**config.mk**
```make
export PLATFORM = sky130hd
export DESIGN_NAME = alu_share_ctrl
export DESIGN_NICKNAME = d
export VERILOG_FILES = /design/src/rtl/alu_share_ctrl_pkg.sv /design/src/rtl/rr_arb2.sv /design/src/rtl/alu_share_ctrl.sv
export SDC_FILE = /design/constraint.sdc
export NUM_CORES = 1
export LEC_CHECK = 0
export CAP_MARGIN = 10
export CORE_MARGIN = 3
export CORE_UTILIZATION = 41
export DETAILED_ROUTE_END_ITERATION = 6
export HOLD_SLACK_MARGIN = 0.03
export MAX_ROUTING_LAYER = met4
export PLACE_DENSITY = 0.93
export SLEW_MARGIN = 5
export SYNTH_ARGS = -nofsm -noshare
export SYNTH_HDL_FRONTEND = slang
export SYNTH_SLANG_ARGS = --single-unit
```
**constraint.sdc**
```tcl
create_clock -name clk -period 5.7 [get_ports clk]
set_input_delay 0.855 -clock clk [delete_from_list [all_inputs] [get_ports clk]]
set_output_delay 0.855 -clock clk [all_outputs]
set_load 0.01 [all_outputs]
```
**src/rtl/alu_share_ctrl_pkg.sv**
```systemverilog
// rtl/alu_share_ctrl_pkg.sv - shared widths, ALU opcodes and controller state encodings
package alu_share_ctrl_pkg;

    localparam int DATA_W = 32;
    localparam int OPRN_W = 6;

    localparam logic [OPRN_W-1:0] OP_ADD = 6'd1;
    localparam logic [OPRN_W-1:0] OP_SUB = 6'd2;
    localparam logic [OPRN_W-1:0] OP_MUL = 6'd3;
    localparam logic [OPRN_W-1:0] OP_SRL = 6'd4;
    localparam logic [OPRN_W-1:0] OP_SLL = 6'd5;
    localparam logic [OPRN_W-1:0] OP_AND = 6'd6;
    localparam logic [OPRN_W-1:0] OP_OR  = 6'd7;
    localparam logic [OPRN_W-1:0] OP_NOR = 6'd8;
    localparam logic [OPRN_W-1:0] OP_SLT = 6'd9;

    typedef enum logic [1:0] {
        ALU_CTRL_IDLE = 2'b00,
        ALU_CTRL_EXEC = 2'b01,
        ALU_CTRL_RESP = 2'b10
    } ctrl_state_t;

    // Opcode 0 is reserved; anything above the highest implemented opcode is rejected.
    function automatic logic oprn_illegal(input logic [OPRN_W-1:0] oprn, input int unsigned max_oprn);
        return (oprn == '0) || (32'(oprn) > max_oprn);
    endfunction

endpackage

```
**src/rtl/rr_arb2.sv**
```systemverilog
// rtl/rr_arb2.sv - two-way round-robin grant; caller owns the last_grant history bit
module rr_arb2 (
    input  logic [1:0] req,
    input  logic       last_grant,
    output logic [1:0] grant,
    output logic       any
);

    // On contention the requester that did not win last time gets the grant.
    assign grant[0] = req[0] & (~req[1] | last_grant);
    assign grant[1] = req[1] & (~req[0] | ~last_grant);
    assign any      = |req;

endmodule

```
**src/rtl/alu_share_ctrl.sv**
```systemverilog
// rtl/alu_share_ctrl.sv - shares one combinational ALU between two valid/ready requesters
module alu_share_ctrl
    import alu_share_ctrl_pkg::*;
#(
    parameter int unsigned EXEC_CYCLES = 2,
    parameter int unsigned MAX_OPRN    = 9
) (
    input  logic              clk,
    input  logic              rst,
    input  logic              req0_valid,
    output logic              req0_ready,
    input  logic [DATA_W-1:0] req0_op1,
    input  logic [DATA_W-1:0] req0_op2,
    input  logic [OPRN_W-1:0] req0_oprn,
    output logic              rsp0_valid,
    input  logic              rsp0_ready,
    output logic [DATA_W-1:0] rsp0_data,
    output logic              rsp0_zero,
    output logic              rsp0_err,
    input  logic              req1_valid,
    output logic              req1_ready,
    input  logic [DATA_W-1:0] req1_op1,
    input  logic [DATA_W-1:0] req1_op2,
    input  logic [OPRN_W-1:0] req1_oprn,
    output logic              rsp1_valid,
    input  logic              rsp1_ready,
    output logic [DATA_W-1:0] rsp1_data,
    output logic              rsp1_zero,
    output logic              rsp1_err,
    output logic [DATA_W-1:0] alu_op1,
    output logic [DATA_W-1:0] alu_op2,
    output logic [OPRN_W-1:0] alu_oprn,
    input  logic [DATA_W-1:0] alu_out,
    input  logic              alu_zero,
    output logic              busy
);

    ctrl_state_t       state, state_nxt;
    logic [3:0]        cnt;
    logic              owner, err, last_grant;
    logic [1:0]        grant;
    logic              grant_any;
    logic              idle, accept, owner_rsp_ready;
    logic [OPRN_W-1:0] sel_oprn;
    logic [DATA_W-1:0] cap_data;
    logic              cap_zero;

    rr_arb2 u_arb (
        .req        ({req1_valid, req0_valid}),
        .last_grant (last_grant),
        .grant      (grant),
        .any        (grant_any)
    );

    assign idle            = (state == ALU_CTRL_IDLE);
    assign req0_ready      = idle & grant[0];
    assign req1_ready      = idle & grant[1];
    assign accept          = idle & grant_any;
    assign busy            = ~idle;
    assign rsp0_valid      = (state == ALU_CTRL_RESP) & ~owner;
    assign rsp1_valid      = (state == ALU_CTRL_RESP) & owner;
    assign owner_rsp_ready = owner ? rsp1_ready : rsp0_ready;
    assign sel_oprn        = grant[1] ? req1_oprn : req0_oprn;
    // Illegal opcodes report a clean zero result instead of whatever the ALU produced.
    assign cap_data        = err ? '0 : alu_out;
    assign cap_zero        = err | alu_zero;

    always_comb begin
        state_nxt = state;
        case (state)
            ALU_CTRL_IDLE: if (accept) state_nxt = ALU_CTRL_EXEC;
            ALU_CTRL_EXEC: if (cnt == '0) state_nxt = ALU_CTRL_RESP;
            ALU_CTRL_RESP: if (owner_rsp_ready) state_nxt = ALU_CTRL_IDLE;
            default:       state_nxt = ALU_CTRL_IDLE;
        endcase
    end

    always_ff @(posedge clk or posedge rst) begin
        if (rst) begin
            state      <= ALU_CTRL_IDLE;
            cnt        <= '0;
            owner      <= 1'b0;
            err        <= 1'b0;
            last_grant <= 1'b1;
            alu_op1    <= '0;
            alu_op2    <= '0;
            alu_oprn   <= '0;
            rsp0_data  <= '0;
            rsp0_zero  <= 1'b0;
            rsp0_err   <= 1'b0;
            rsp1_data  <= '0;
            rsp1_zero  <= 1'b0;
            rsp1_err   <= 1'b0;
        end else begin
            state <= state_nxt;
            case (state)
                ALU_CTRL_IDLE: begin
                    if (accept) begin
                        alu_op1    <= grant[1] ? req1_op1 : req0_op1;
                        alu_op2    <= grant[1] ? req1_op2 : req0_op2;
                        alu_oprn   <= sel_oprn;
                        owner      <= grant[1];
                        err        <= oprn_illegal(sel_oprn, MAX_OPRN);
                        last_grant <= grant[1];
                        cnt        <= 4'(EXEC_CYCLES - 1);
                    end
                end
                ALU_CTRL_EXEC: begin
                    if (cnt == '0) begin
                        if (owner) begin
                            rsp1_data <= cap_data;
                            rsp1_zero <= cap_zero;
                            rsp1_err  <= err;
                        end else begin
                            rsp0_data <= cap_data;
                            rsp0_zero <= cap_zero;
                            rsp0_err  <= err;
                        end
                    end else begin
                        cnt <= cnt - 4'd1;
                    end
                end
                default: ;
            endcase
        end
    end

endmodule

```
# ---- Word level (Yosys, flattened, before mapping)
# Cells that the tools add are included.
dict set report totals {
  regBits 147
  input_bits 179
  out_inout_bits 143
  word_cells 60
}
dict set report op_classes {
  add_sub_neg 1
  order_cmp 1
  n_eq_ne 6
  n_mux 12
  bitwise_logic 15
  reduce_logical 11
}
# cell count
set op_table {}
lappend op_table {{$mux 32} 3}
lappend op_table {{$reduce_and 3->1} 4}
lappend op_table {{$mux 4} 2}
lappend op_table {{$pmux 4 s2} 1}
lappend op_table {{$and 1x1->1} 7}
lappend op_table {{$gt 6x4->1 const B} 1}
lappend op_table {{$logic_not 6->1} 1}
lappend op_table {{$mux 2} 3}
lappend op_table {{$mux 6} 1}
lappend op_table {{$ne 2x2->1 const B} 3}
lappend op_table {{$pmux 2 s3} 1}
lappend op_table {{$not 1->1} 5}
lappend op_table {{$logic_not 4->1} 1}
lappend op_table {{$sub 4x1->4 const B} 1}
lappend op_table {{$or 1x1->1} 3}
lappend op_table {{$eq 2x1->1 const B} 1}
lappend op_table {{$eq 2x2->1 const B} 1}
lappend op_table {{$logic_not 2->1} 1}
lappend op_table {{$ne 2x1->1 const B} 1}
lappend op_table {{$reduce_and 2->1} 1}
lappend op_table {{$reduce_bool 2->1} 1}
lappend op_table {{$reduce_or 2->1} 1}
lappend op_table {{$logic_or 1x1->1} 1}
lappend op_table {{$mux 1} 1}

# ---- Logic depth before layout (Yosys ltp)
# Gate-level depths: netlist of the first run.
dict set report depth {
  depth_word 6
  depth_mapped 6
  mapped_depth_nobuf 5
}

# ---- Modules after synthesis
# From an unflattened synthesis of the first run, not the netlist that was laid out.
dict set report hier_totals {
  cells_unflattened 544
  hier_area_um2 6468.7
}
# mod instances cells_each area_per_inst_um2 seq_area_each_um2
set modules_own_cells {}
lappend modules_own_cells {alu_share_ctrl 1 540 6443.7 3679.8}
lappend modules_own_cells {rr_arb2 1 4 25.0 0.0}

# ---- Worst setup path after synthesis of the first run
# OpenSTA, ideal clock, no wires.
dict set report synth_path {
  path_type {input to output}
  from {input port req1_valid}
  to {output port req1_ready}
  arrival_time_ns 1.591
  t_required_ns 4.845
  slack_ns 3.254
  cell_stages 4
  n_path_buf 2
  path_cell_list {a21boi_0 buf_2 buf_2 and2_1}
}
dict set report synth_via {
  elab_chain_len 2
}
# item line_no
set synth_lines {}
lappend synth_lines {{from (decl)} alu_share_ctrl.sv:20} ;# input logic req1_valid,
lappend synth_lines {{$and 1x1->1} rr_arb2.sv:11} ;# assign grant[1] = req[1] & (~req[0] | ~last_grant);
lappend synth_lines {{$and 1x1->1} alu_share_ctrl.sv:57} ;# assign req1_ready = idle & grant[1];
lappend synth_lines {{to (decl)} alu_share_ctrl.sv:21} ;# output logic req1_ready,
# Every way passes these cells.

# ---- Final worst setup path of the first run
# Ends and elaborated chain as after synthesis.

==> qor.yml, run 1 <==
hold_path_end: "alu_oprn[5]"
ys_async_sr_fraction_pct: 100
setup-tns-final_ps: 0
max_slew_margin_pct: 32.8
synthCells: 466
maxCapViolations: 0
netlist.top_cell.by_area: "dfrtp_1"
final_util_pct: 67.3
cts_hold_buf: 0
p_sw_share_pct: 31.4
die_y_um: 134
via_per_inst: 4.98
cts.reportedPaths.clkPinSlew_ps: 60
end_kind: "primary output"
finalHoldViolations: 0
drive_above_1_share_pct: 31.2
p_comb_share_pct: 47.1
critPathSlowestCell: "clkdlybuf4s50_1"
finalClockSkew_ps: 8.45
r2r_end: "alu_op2[16]"
fin_crit_sh_pct: 55.4
path_common_cell: "clkdlybuf4s50_1"
cts_buffer_depth: 2
drt_wl_total_um: 19900
drtAntennaViolNets: 0
rsz0062_at_grt: "no"
setup_viol: 0
required_ps: 4850
reg2reg_from: "state[0]"
clkLatencyLatePin_ps: 410
p_switching_mw: 1.79
drtIter0Drc: 142
die_w_um: 134
grt_pass1_wl_um: 30700
synth_top_area_share_pct: 54.4
cts_tree: "built"
synth_edf_count: 0
p_seq_share_pct: 32.8
io_buffers: 321
worstRegToRegCells: 5
holdPathStages: 1
synth_warnings: 0
synthTopCellsByArea: "dfrtp_1 (54%), mux2_2 (34%), nor2b_1 (3.0%)"
max_stage_delay_ps: 550
clockPowerShare_pct: 20.2
start_util_pct: 42.1
power.density_mw_per_mm2: 531
ir_drop_mv: 0.329
path_delay_family: "buffers and inverters"
h-tree-depth: 4
cts-root-buf: "clkbuf_16"
grt_pass1_vias: 5575
worstHoldPathType: "reg -> reg"
worstSetupStartpointType: "input port"
leakagePower_nw: 4.43
grt_overflow_total: 0
gp_congestion: 0.794
wl_per_cell_um: 19.6
grt_max_degree: 113
p_int_mw: 3.90
fmax_ghz: 0.317
status: "complete, no violations"
drc: 0
antenna_found_initial: 2
cp_max_fo: 5
postCtsSetupBuffers: 0
drt_first_pass_iters: 4
clock_sinks: 147
yosysSeqAreaShare_pct: 54.8
vias: 5054
synth-seq-cells: 147
cts_resized: 0
critPathBufInv: 2
timing.reg2reg.setup_slack_ps: 3400
syn_area_sq_mm: 0.00671
cp.arrival_ps: 2300
worstPathCellList: "clkdlybuf4s50_1 > a21boi_4 > and2_1 > clkdlybuf4s50_1"
place_hpwl_um: 14600
synthFlopType: "dfrtp_1"
numCtsBuffers: 17
die_area_sq_mm: 0.0179
slew_violations: 0
synth.net_count: 647
post-route-min-period_ps: 3160
row_count: 46
io_pins: 322
core-area_sq_mm: 0.0159
synth_cell_types: 36
tightest_slew_ps: 1010
area_growth_pct: 59.8
grt_use_total_pct: 22.8
syn_area_per_cell_sq_um: 14.4
layout.nets: 967
critical_path_class: "in -> out"
hold_start: "alu_oprn[5]"
## synth_stat cells, types with 3 or more instances
cell      instances
mux2_2          205
dfrtp_1         146
nor2b_1          32
buf_2            18
o21ai_0           9
inv_1             6
clkbuf_1          5
a21oi_1           4
buf_6             3
nor2_1            3
or4_1             3
## cells in the final DEF (no fill, tap or decap), types with 2 or more instances in the layout
master           instances
o21ai_0                  9
a21oi_1                  4
inv_1                    5
bufinv_16                3
clkinv_2                 3
mux2i_1                  2
buf_4                    6
nand2b_1                 2
nor2_1                   3
nor2b_1                 32
inv_6                    2
clkinvlp_4               2
clkdlybuf4s50_1        321
mux2_1                   2
ha_1                     2
mux2_2                 205
o22ai_1                  2
diode_2                  2
nand2_1                  2
dfrtp_1                146
clkbuf_16               17
or4_1                    3
clkbuf_8                 3
## routing by layer
metal	track usage (%)	vias up	part of all wire, %
li1	-	2310	-
met1	24.8	2494	38
met2	37.9	214	51
met3	8.78	36	8.9
met4	8.97	0	2.8
met5	-	-	0
## power by group through the flow
stage | Combinational (mW) | Clock [mW] | Sequential, mW
5_1_grt | 2.86 | 1.21 | 1.93
4_1_cts | 2.72 | 1.17 | 1.87
3_3_place_gp | 2.64 | 0 | 1.84
6_report | 2.68 | 1.15 | 1.86
2_1_floorplan | 1.09 | 0 | 2.06
3_5_place_dp | 2.70 | 0 | 1.87
## area by class of cell
type                    instances  area, sq um
multi-input cells             287         2880
fillers                      1154         5220
well taps                     216          270
flip-flops and latches        147         3680
clock inverters                 9          129
clock buffers                  21          470
inverters                       6         27.5
diodes                          2         5.00
repair buffers                327         3260
## metrics by stage
step	worst slack [ps]	total power, mW	hold slack (ps)	cells	area, sq um
floorplan	895	3.15	509	466	6710
global placement	2550	4.47	479	983	10100
detailed placement	2490	4.57	480	983	10100
CTS	2550	5.75	499	1013	10700
global route	2510	6.00	512	1015	10700
finish	2540	5.69	491	1015	10700
## flip-flops by register name (all words and copies together), names as in the netlist
name,cells
alu_op1,32
alu_op2,32
alu_oprn,6
cnt,4
err,1
last_grant,1
owner,1
rsp0_data,32
rsp0_err,1
rsp0_zero,1
rsp1_data,32
rsp1_err,1
rsp1_zero,1
state,2
## how the worst max path moves through the flow
stage          startpoint           to  slack, ps  cells past startpoint
2_1_floorplan         rst   alu_op1[0]        900                      1
3_3_place_gp   req1_valid  alu_op2[31]       2550                      5
3_5_place_dp   req1_valid  alu_op1[18]       2490                      5
4_1_cts        req1_valid   req1_ready       2550                      4
5_1_grt        req1_valid   req1_ready       2510                      4
6_report       req1_valid   req1_ready       2540                      4
## logic make-up (layout without fill, tap and decap cells)
| group | after synthesis | count (layout) | synth area share, % |
|---|---|---|---|
| compound gates | 20 | 20 | 1.72 |
| fa+ha+maj | 2 | 2 | 0.373 |
| buf+inv | 32 | 363 | 2.46 |
| flops | 147 | 147 | 54.8 |
| mux | 209 | 209 | 35.0 |
| other cells | 0 | 2 | 0 |
| simple gates | 56 | 56 | 5.59 |
(Power assumes the default switching activity.)
==> run 2: changes to the inputs <==
CORE_UTILIZATION = 37   (was 41)
PLACE_DENSITY = 0.89   (was 0.93)
clock period = 2.65 ns   (was 5.7 ns; I/O delays follow)
==> run 2 against run 1 <==
Critical path depth is the same. Routed wire length down 5.3%. Hold slack improved by 12 ps. Critical endpoint is now req0_ready. Largest cell class unchanged.
==> qor.yml, run 2 (same netlist as run 1, synthesis figures left out) <==
final_cell_area_sq_mm: 0.0109  # +1.4%
area_growth_pct: 62.0
io_buffers: 321  # unchanged
clock_sinks: 147  # unchanged
busiest_layer: "met2"
final_common_cell: "clkdlybuf4s50_1"
place_ws_ps: 258  # -2240 ps
drive_above_1_share_pct: 32.0  # +0.77 points
antenna_found_initial: 0  # -2
ir_drop_mv: 0.565  # +72%
layout.nets: 974  # +0.72%
numCtsBuffers: 17  # unchanged
grt_pass1_vias: 5621  # +0.83%
fmax_ghz: 0.425
required_ps: 2250  # -2600 ps
postCtsSetupBuffers: 0  # unchanged
reg2reg_from: "cnt[0]"
cts_tree: "built"
cp.arrival_ps: 1950  # -350 ps
critPathSlowestCell: "clkdlybuf4s50_1"
end_kind: "primary output"
drt_first_pass_iters: 4  # unchanged
row_count: 48  # +4.3%
finalWorstSetupSlack_ps: 298  # -2240 ps
drt_wl_total_um: 18800  # -5.3%
die_w_um: 141  # +5.0%
via_per_inst: 4.88  # -2.0%
die_area_sq_mm: 0.0198  # +10%
power_mw: 12.1  # +110%
postPlaceCellArea_sq_mm: 0.0103  # +1.6%
io_pins: 322  # unchanged
gp_congestion: 0.822  # +3.5%
mostFrequentLayoutCells: "clkdlybuf4s50_1 (321), mux2_2 (205), dfrtp_1 (146)"
status: "complete, no violations"
worstHoldPathType: "reg -> reg"
cts_hold_buf: 0  # unchanged
grt_use_total_pct: 19.8  # -3.0 points
slew_violations: 0  # unchanged
met2_usage_pct: 32.5  # -5.4 points
die_y_um: 141  # +5.0%
grt_overflow_total: 0  # unchanged
start_util_pct: 38.3  # -3.8 points
grt_pass1_wl_um: 30300  # -1.3%
h-tree-depth: 4  # unchanged
globalRouteMet3Util_pct: 6.72  # -2.1 points
tightest_slew_ps: 819  # -189 ps
core-area_sq_mm: 0.0175  # +10%
power.density_mw_per_mm2: 1120  # +110%
cts.reportedPaths.clkPinSlew_ps: 60  # about the same
wl_per_cell_um: 18.2  # -6.8%
finalHoldViolations: 0  # unchanged
grt_max_degree: 73  # -35%
maxCapViolations: 0  # unchanged
worstSetupStartpointType: "register"
place_hpwl_um: 14100  # -3.5%
nFillCells: 1384  # +20%
setup_viol: 0  # unchanged
max_slew_margin_pct: 45.3  # +12 points
vias: 5029  # -0.49%
hold_start: "rsp1_err"
antenna_cells: 0  # -2
cts_buffer_depth: 2  # unchanged
cts-root-buf: "clkbuf_16"
setup-tns-final_ps: 0  # unchanged
cts_resized: 0  # unchanged
leakagePower_nw: 4.48  # +1.1%
drtIter0Drc: 150  # +5.6%
use_met1_pct: 23.8  # -0.95 points
critical_path_class: "reg -> out"
max_stage_delay_ps: 580  # +30 ps
clkLatencyLatePin_ps: 400  # about the same
cp_max_fo: 6  # +1
drc: 0  # unchanged
setup.worst_path.start: "state[0]"
post-route-min-period_ps: 2350
fin_crit_sh_pct: 88.7
rsz0062_at_grt: "no"
worstPathCellList: "nor2_2 > nand2_1 > a21oi_1 > clkdlybuf4s50_1"
drtAntennaViolNets: 0  # unchanged
finalClockSkew_ps: 8.14  # -0.302 ps
run 2: changes by cell type in the layout (fill, tap and decap cells not counted), sizes merged:
cell,previous run,this run
buf,6,13
diode,2,0
clkinvlp,2,5
bufinv,3,2
clkbuf,21,20
inv,7,6
clkinv,3,5
run 2: final timing paths:
path | cells past startpoint | to | slack (ps)
max | 4 | req0_ready | 300
min reg2reg | 1 | rsp1_err | 500
max in group asynchronous | 3 | last_grant | 1480
min in group asynchronous | 2 | rsp0_data[17] | 510
min | 1 | rsp1_err | 500
max reg2reg | 6 | rsp0_data[28] | 630
run 2: metal layers:
| metal | share of wire, % | up-vias |
|---|---|---|
| li1 | - | 2320 |
| met5 | 0 | - |
| met2 | 50 | 202 |
| met1 | 40 | 2493 |
| met4 | 1.0 | 0 |
| met3 | 8.1 | 14 |
run 2: critical path, delay by kind of cell, from the launching register on:
kind	cells	cell delay, ps
AO/OA/AOI/OAI	1	190
buffers and inverters	1	580
flip-flops	1	430
AND/OR/NAND/NOR	2	350
run 2: stage by stage:
stage          hold slack (ps)  cells  utilization (%)
3_3_place_gp               468    999             58.6
3_5_place_dp               491    999             58.6
5_1_grt                    510   1031             62.0
6_report                   503   1031             62.0
2_1_floorplan              460    466                -
4_1_cts                    505   1031             62.0
run 2: power by group:
group | switching (mW) | leakage, nW | internal (mW)
logic | 2.24 | 2.40 | 3.52
clock network | 0.947 | 0.278 | 1.44
registers | 0.606 | 1.80 | 3.37
run 2: cell type report:
class	count	area [sq um]	area share, %
Clock buffer	20	457	4.20
Clock inverter	12	131	1.21
Inverter	6	26.3	0.242
Multi-Input combinational cell	287	2880	26.5
Sequential cell	147	3680	33.9
Tap cell	225	282	2.59
Timing Repair Buffer	334	3410	31.4
